==> src/rtl/if_id_skid_stage_if.sv <==
// if_id_skid_stage_if: fetch-side and decode-side handshake bundle for the IF/ID skid stage.
interface if_id_skid_stage_if #(
  parameter int ADDR_W  = 64,
  parameter int INSTR_W = 32,
  parameter int CNT_W   = 16
);
  logic               in_valid;
  logic               in_ready;
  logic [ADDR_W-1:0]  in_pc;
  logic [INSTR_W-1:0] in_instr;
  logic               flush;
  logic               out_valid;
  logic               out_ready;
  logic [ADDR_W-1:0]  out_pc;
  logic [INSTR_W-1:0] out_instr;
  logic [1:0]         occupancy;
  logic [CNT_W-1:0]   stall_cnt;
  logic [CNT_W-1:0]   flush_cnt;
  modport master (
    output in_valid, in_pc, in_instr, flush, out_ready,
    input  in_ready, out_valid, out_pc, out_instr, occupancy, stall_cnt, flush_cnt
  );
  modport slave (
    input  in_valid, in_pc, in_instr, flush, out_ready,
    output in_ready, out_valid, out_pc, out_instr, occupancy, stall_cnt, flush_cnt
  );
endinterface

==> src/rtl/if_id_skid_stage.sv <==
// if_id_skid_stage: IF/ID register with two-entry skid buffer, flush-to-NOP and saturating stall/flush counters.
module if_id_skid_stage #(
  parameter int                 ADDR_W    = 64,
  parameter int                 INSTR_W   = 32,
  parameter logic [INSTR_W-1:0] NOP_INSTR = 32'h00000013,
  parameter int                 CNT_W     = 16
) (
  input logic              clk,
  input logic              reset,
  if_id_skid_stage_if.slave bus
);
  typedef enum logic [1:0] {EMPTY = 2'd0, ONE = 2'd1, FULL = 2'd2} state_t;
  state_t             r_state;
  logic [ADDR_W-1:0]  r_main_pc, r_skid_pc;
  logic [INSTR_W-1:0] r_main_instr, r_skid_instr;
  logic [CNT_W-1:0]   r_stall_cnt, r_flush_cnt;
  logic               w_accept, w_take;
  assign bus.in_ready  = (r_state != FULL) & ~bus.flush;
  assign bus.out_valid = (r_state != EMPTY);
  assign bus.out_pc    = r_main_pc;
  assign bus.out_instr = r_main_instr;
  assign bus.occupancy = r_state;
  assign bus.stall_cnt = r_stall_cnt;
  assign bus.flush_cnt = r_flush_cnt;
  assign w_accept = bus.in_valid & bus.in_ready;
  assign w_take   = bus.out_valid & bus.out_ready;
  always_ff @(posedge clk or negedge reset) begin
    if (!reset) begin
      r_state      <= EMPTY;
      r_main_pc    <= '0;
      r_main_instr <= NOP_INSTR;
      r_skid_pc    <= '0;
      r_skid_instr <= '0;
      r_stall_cnt  <= '0;
      r_flush_cnt  <= '0;
    end else begin
      if (bus.out_valid & ~bus.out_ready & ~&r_stall_cnt) r_stall_cnt <= r_stall_cnt + CNT_W'(1);
      if (bus.flush & ~&r_flush_cnt) r_flush_cnt <= r_flush_cnt + CNT_W'(1);
      // a take in the flush cycle needs no extra work: the whole buffer is dropped anyway
      if (bus.flush) begin
        r_state      <= EMPTY;
        r_main_pc    <= '0;
        r_main_instr <= NOP_INSTR;
        r_skid_pc    <= '0;
        r_skid_instr <= '0;
      end else begin
        case (r_state)
          EMPTY: if (w_accept) begin
            r_state      <= ONE;
            r_main_pc    <= bus.in_pc;
            r_main_instr <= bus.in_instr;
          end
          ONE: if (w_accept & w_take) begin
            r_main_pc    <= bus.in_pc;
            r_main_instr <= bus.in_instr;
          end else if (w_accept) begin
            r_state      <= FULL;
            r_skid_pc    <= bus.in_pc;
            r_skid_instr <= bus.in_instr;
          end else if (w_take) begin
            r_state      <= EMPTY;
            r_main_pc    <= '0;
            r_main_instr <= NOP_INSTR;
          end
          FULL: if (w_take) begin
            r_state      <= ONE;
            r_main_pc    <= r_skid_pc;
            r_main_instr <= r_skid_instr;
          end
          default: r_state <= EMPTY;
        endcase
      end
    end
  end
endmodule

==> src/flat_wrapper.sv <==
// flat-port wrapper written by rule: the top's interface ports become plain ports
module if_id_skid_stage_flat 
#(
  parameter int                 ADDR_W    = 64,
  parameter int                 INSTR_W   = 32,
  parameter logic [INSTR_W-1:0] NOP_INSTR = 32'h00000013,
  parameter int                 CNT_W     = 16
)
  (clk, reset, bus_in_valid, bus_in_pc, bus_in_instr, bus_flush, bus_out_ready, bus_in_ready, bus_out_valid, bus_out_pc, bus_out_instr, bus_occupancy, bus_stall_cnt, bus_flush_cnt);
  if_id_skid_stage_if #(.ADDR_W(ADDR_W), .INSTR_W(INSTR_W), .CNT_W(CNT_W)) bus_i ();
  input logic clk;
  input logic reset;
  input wire logic [$bits(bus_i.in_valid)-1:0] bus_in_valid;
  input wire logic [$bits(bus_i.in_pc)-1:0] bus_in_pc;
  input wire logic [$bits(bus_i.in_instr)-1:0] bus_in_instr;
  input wire logic [$bits(bus_i.flush)-1:0] bus_flush;
  input wire logic [$bits(bus_i.out_ready)-1:0] bus_out_ready;
  output wire logic [$bits(bus_i.in_ready)-1:0] bus_in_ready;
  output wire logic [$bits(bus_i.out_valid)-1:0] bus_out_valid;
  output wire logic [$bits(bus_i.out_pc)-1:0] bus_out_pc;
  output wire logic [$bits(bus_i.out_instr)-1:0] bus_out_instr;
  output wire logic [$bits(bus_i.occupancy)-1:0] bus_occupancy;
  output wire logic [$bits(bus_i.stall_cnt)-1:0] bus_stall_cnt;
  output wire logic [$bits(bus_i.flush_cnt)-1:0] bus_flush_cnt;
  assign bus_i.in_valid = bus_in_valid;
  assign bus_i.in_pc = bus_in_pc;
  assign bus_i.in_instr = bus_in_instr;
  assign bus_i.flush = bus_flush;
  assign bus_i.out_ready = bus_out_ready;
  assign bus_in_ready = bus_i.in_ready;
  assign bus_out_valid = bus_i.out_valid;
  assign bus_out_pc = bus_i.out_pc;
  assign bus_out_instr = bus_i.out_instr;
  assign bus_occupancy = bus_i.occupancy;
  assign bus_stall_cnt = bus_i.stall_cnt;
  assign bus_flush_cnt = bus_i.flush_cnt;
  if_id_skid_stage #(.ADDR_W(ADDR_W), .INSTR_W(INSTR_W), .NOP_INSTR(NOP_INSTR), .CNT_W(CNT_W)) u_core (.clk(clk), .reset(reset), .bus(bus_i));
endmodule
==> config.mk <==
export PLATFORM = sky130hd
export DESIGN_NAME = if_id_skid_stage_flat
export DESIGN_NICKNAME = d
export VERILOG_FILES = /design/src/rtl/if_id_skid_stage_if.sv /design/src/rtl/if_id_skid_stage.sv /design/src/flat_wrapper.sv
export SDC_FILE = /design/constraint.sdc
export NUM_CORES = 1
export LEC_CHECK = 0
export CAP_MARGIN = 15
export CORE_ASPECT_RATIO = 0.6
export CORE_MARGIN = 2
export CORE_UTILIZATION = 52
export CTS_CLUSTER_DIAMETER = 40
export CTS_CLUSTER_SIZE = 16
export DETAILED_ROUTE_END_ITERATION = 10
export PLACE_DENSITY = 0.83
export RECOVER_POWER = 100
export SYNTH_ARGS = -nofsm -noshare
export SYNTH_HDL_FRONTEND = slang
export SYNTH_SLANG_ARGS = --single-unit
==> constraint.sdc <==
create_clock -name clk -period 2.24 [get_ports clk]
set_input_delay 0.336 -clock clk [delete_from_list [all_inputs] [get_ports clk]]
set_output_delay 0.336 -clock clk [all_outputs]
set_load 0.05 [all_outputs]
==> impl_metrics.yaml <==
synthesis:
  synth_area_sq_um: 11500
  yosys_warnings: 0
  async_flop_share_pct: 100
  synthCells: 1031
  synth_flop_cell: "dfrtp_1"
  yosysSeqAreaShare_pct: 49.1
  synth.avg_cell_area_sq_um: 11.2
  synth_edf_count: 0
  synth_cell_type_count: 53
  synth_fp_nets: 1137
  ys_seq_elements: 226
global_routing:
  met3_usage_pct: 4.50
  use_met2_pct: 35.0
  antenna_found_initial: 1
  grt_max_degree: 98
  met1_usage_pct: 37.1
  gr-total-overflow: 0
  grt_busiest_layer: "met1"
  grt_usage_pct: 23.9
  grt_pass1_wl_mm: 45.4
  grt_pass1_vias: 8283
critical_path:
  cp.required_ns: 1.90
  crit_family: "buffers and inverters"
  path_cells: "clkdlybuf4s50_1"
  worstSetupPathType: "reg -> out"
  cp.arrival_ns: 1.85
  slowest_stage: "clkdlybuf4s50_1"
  slowest_delay_ns: 0.82
  cp_max_fo: 2
  startpoint_type: "register"
  end_kind: "output pin"
  cp_num_buf_inv: 1
die:
  die_w_um: 196
  pin_count: 233
  dieArea_sq_um: 23400
  initial_utilization_pct: 52.6
  core_sq_um: 21900
  rows: 42
  die_y_um: 119
clock_tree:
  clkSlewWorstSetupHoldPaths_ns: 0.07
  numCtsBuffers: 23
  cts_tree: "yes"
  worstSkewPairLatency_ns: 0.50
  cts-root-buf: "clkbuf_16"
  cts_buffer_depth: 3
  cts.htree.levels: 1
  cts.sinks: 226
placement:
  gp_congestion: 0.872
  port_buffers: 232
  dpl.cell_count: 1504
  pre_cts_slack_ns: 0.0983
  placed_cell_area_sq_um: 14400
  dp_hpwl_mm: 18.9
finish:
  final_cell_mix: "clkdlybuf4s50_1 (228), dfrtp_1 (221), nand2_1 (107)"
  nNetsFinal: 1350
  fin_cells: 1547
  design_area_sq_um: 15100
  post-route-util_pct: 68.8
  drive_above_1_share_pct: 22.1
  final_common_cell: "clkdlybuf4s50_1"
  area_growth_pct: 30.7
sta:
  fin_skew_ns: 0.00980
  setup_slack_ns: 0.0504
  fmax_ghz: 0.457
  layout_worst_path_cycle_share_pct: 97.7
  setup-violations-final: 0
  hold_violations: 0
  finalCriticalPeriod_ns: 2.19
  worstMarginPinSlew_ns: 1.41
  slew_violations: 0
  maxSlewHeadroom_pct: 6.26
detailed_routing:
  routedWlPerCell_um: 18.1
  drt_iter0_markers: 609
  drc: 0
  first_pass_iters: 4
  drtAntennaViolNets: 0
  vias_per_cell: 5.52
  num_vias: 8544
  wl_mm: 28.0
power_and_ir_drop:
  p_per_area_nw_per_um2: 1260
  power_uw: 18900
  leakage_uw: 0.00626
  ir_drop_mv: 0.744
outcome:
  status: "complete, no violations"
hold_path:
  hold_path.class: "in -> reg"
flow_run:
  cap_viol_max_count: 0
-- cell type report --
cell class | count | area (sq um)
Fill cell | 1640 | 6830
Sequential cell | 226 | 5660
Timing Repair Buffer | 275 | 2970
Inverter | 6 | 26.3
Multi-Input combinational cell | 712 | 5350
Tap cell | 286 | 358
Clock buffer | 25 | 593
Antenna cell | 1 | 2.50
Clock inverter | 16 | 120
-- kinds of logic after synthesis --
group                    synth area share [%]
buffers and inverters                    4.75
XOR/XNOR                                 1.97
flip-flops                               49.1
multiplexers                            0.477
adder cells (fa/ha/maj)                 0.542
AND/OR/NAND/NOR                          25.0
AO/OA/AOI/OAI                            18.2
-- cells in the mapped netlist, drive strengths merged, types with 2 or more instances --
cell type	n	share of area, %
a31oi	3	0.29
clkbuf	29	0.94
dfrtp	223	48
buf	58	3.6
xnor2	9	0.68
nand2b	101	5.5
xor2	17	1.3
nor2b	96	5.2
a211oi	3	0.20
a221oi	94	12
and4bb	2	0.22
nand4	12	0.65
o31ai	5	0.37
nand3	11	0.48
nand2	107	3.5
o21ai	96	4.2
nor3	98	7.9
nor2	9	0.31
nor4	3	0.29
inv	6	0.20
dfstp	3	0.68
and3	6	0.33
ha	5	0.54
and4	4	0.30
a21oi	12	0.52
mux2	4	0.39
-- routing by layer --
metal  vias to the layer above  share of wire, %
met5                         -                 0
met4                         0               1.4
met3                        31               5.6
met2                       216                44
met1                      4200                49
li1                       4097                 -
-- what timing repair did --
item	in CTS	in global routing
endpoints found under the setup margin	0	22
setup buffers	0	0
hold buffers	1	0
endpoints found under the hold margin	47	0
resized for setup	0	4
-- flip-flops by register name, summed over array words and instances (netlist names) --
register,count
u_core.bus.stall_cnt,16
u_core.bus.out_pc,64
u_core.r_skid_pc,64
u_core.bus.flush_cnt,16
u_core.r_skid_instr,32
u_core.bus.occupancy,2
u_core.bus.out_instr,32
-- worst paths after layout --
check / end / startpoint / cells past startpoint / slack [ns]
max reg2reg: u_core.bus.out_pc[48] / u_core.bus.occupancy[1] / 8 / 0.12
min: u_core.bus.out_pc[63] / bus_flush / 2 / 0.18
max: bus_out_instr[0] / u_core.bus.out_instr[0] / 1 / 0.05
min reg2reg: u_core.r_skid_instr[2] / u_core.r_skid_instr[2] / 2 / 0.49
min in group asynchronous: u_core.bus.out_instr[9] / reset / 2 / 0.71
max in group asynchronous: u_core.bus.out_pc[45] / reset / 3 / 0.31
-- metrics by stage --
step / TNS [ns] / hold WS, ns
finish: 0 / 0.181
global route: -0.00112 / 0.178
global placement: 0 / 0.294
CTS: 0 / 0.158
floorplan: 0 / 0.0404
detailed placement: 0 / 0.289
-- report_power, final --
| group | leakage [uW] | internal [uW] | switching [uW] |
|---|---|---|---|
| Sequential | 0.00296 | 5080 | 746 |
| Combinational | 0.00296 | 3580 | 5910 |
| Clock | 0.000344 | 1960 | 1680 |
(Power assumes the default switching activity.)
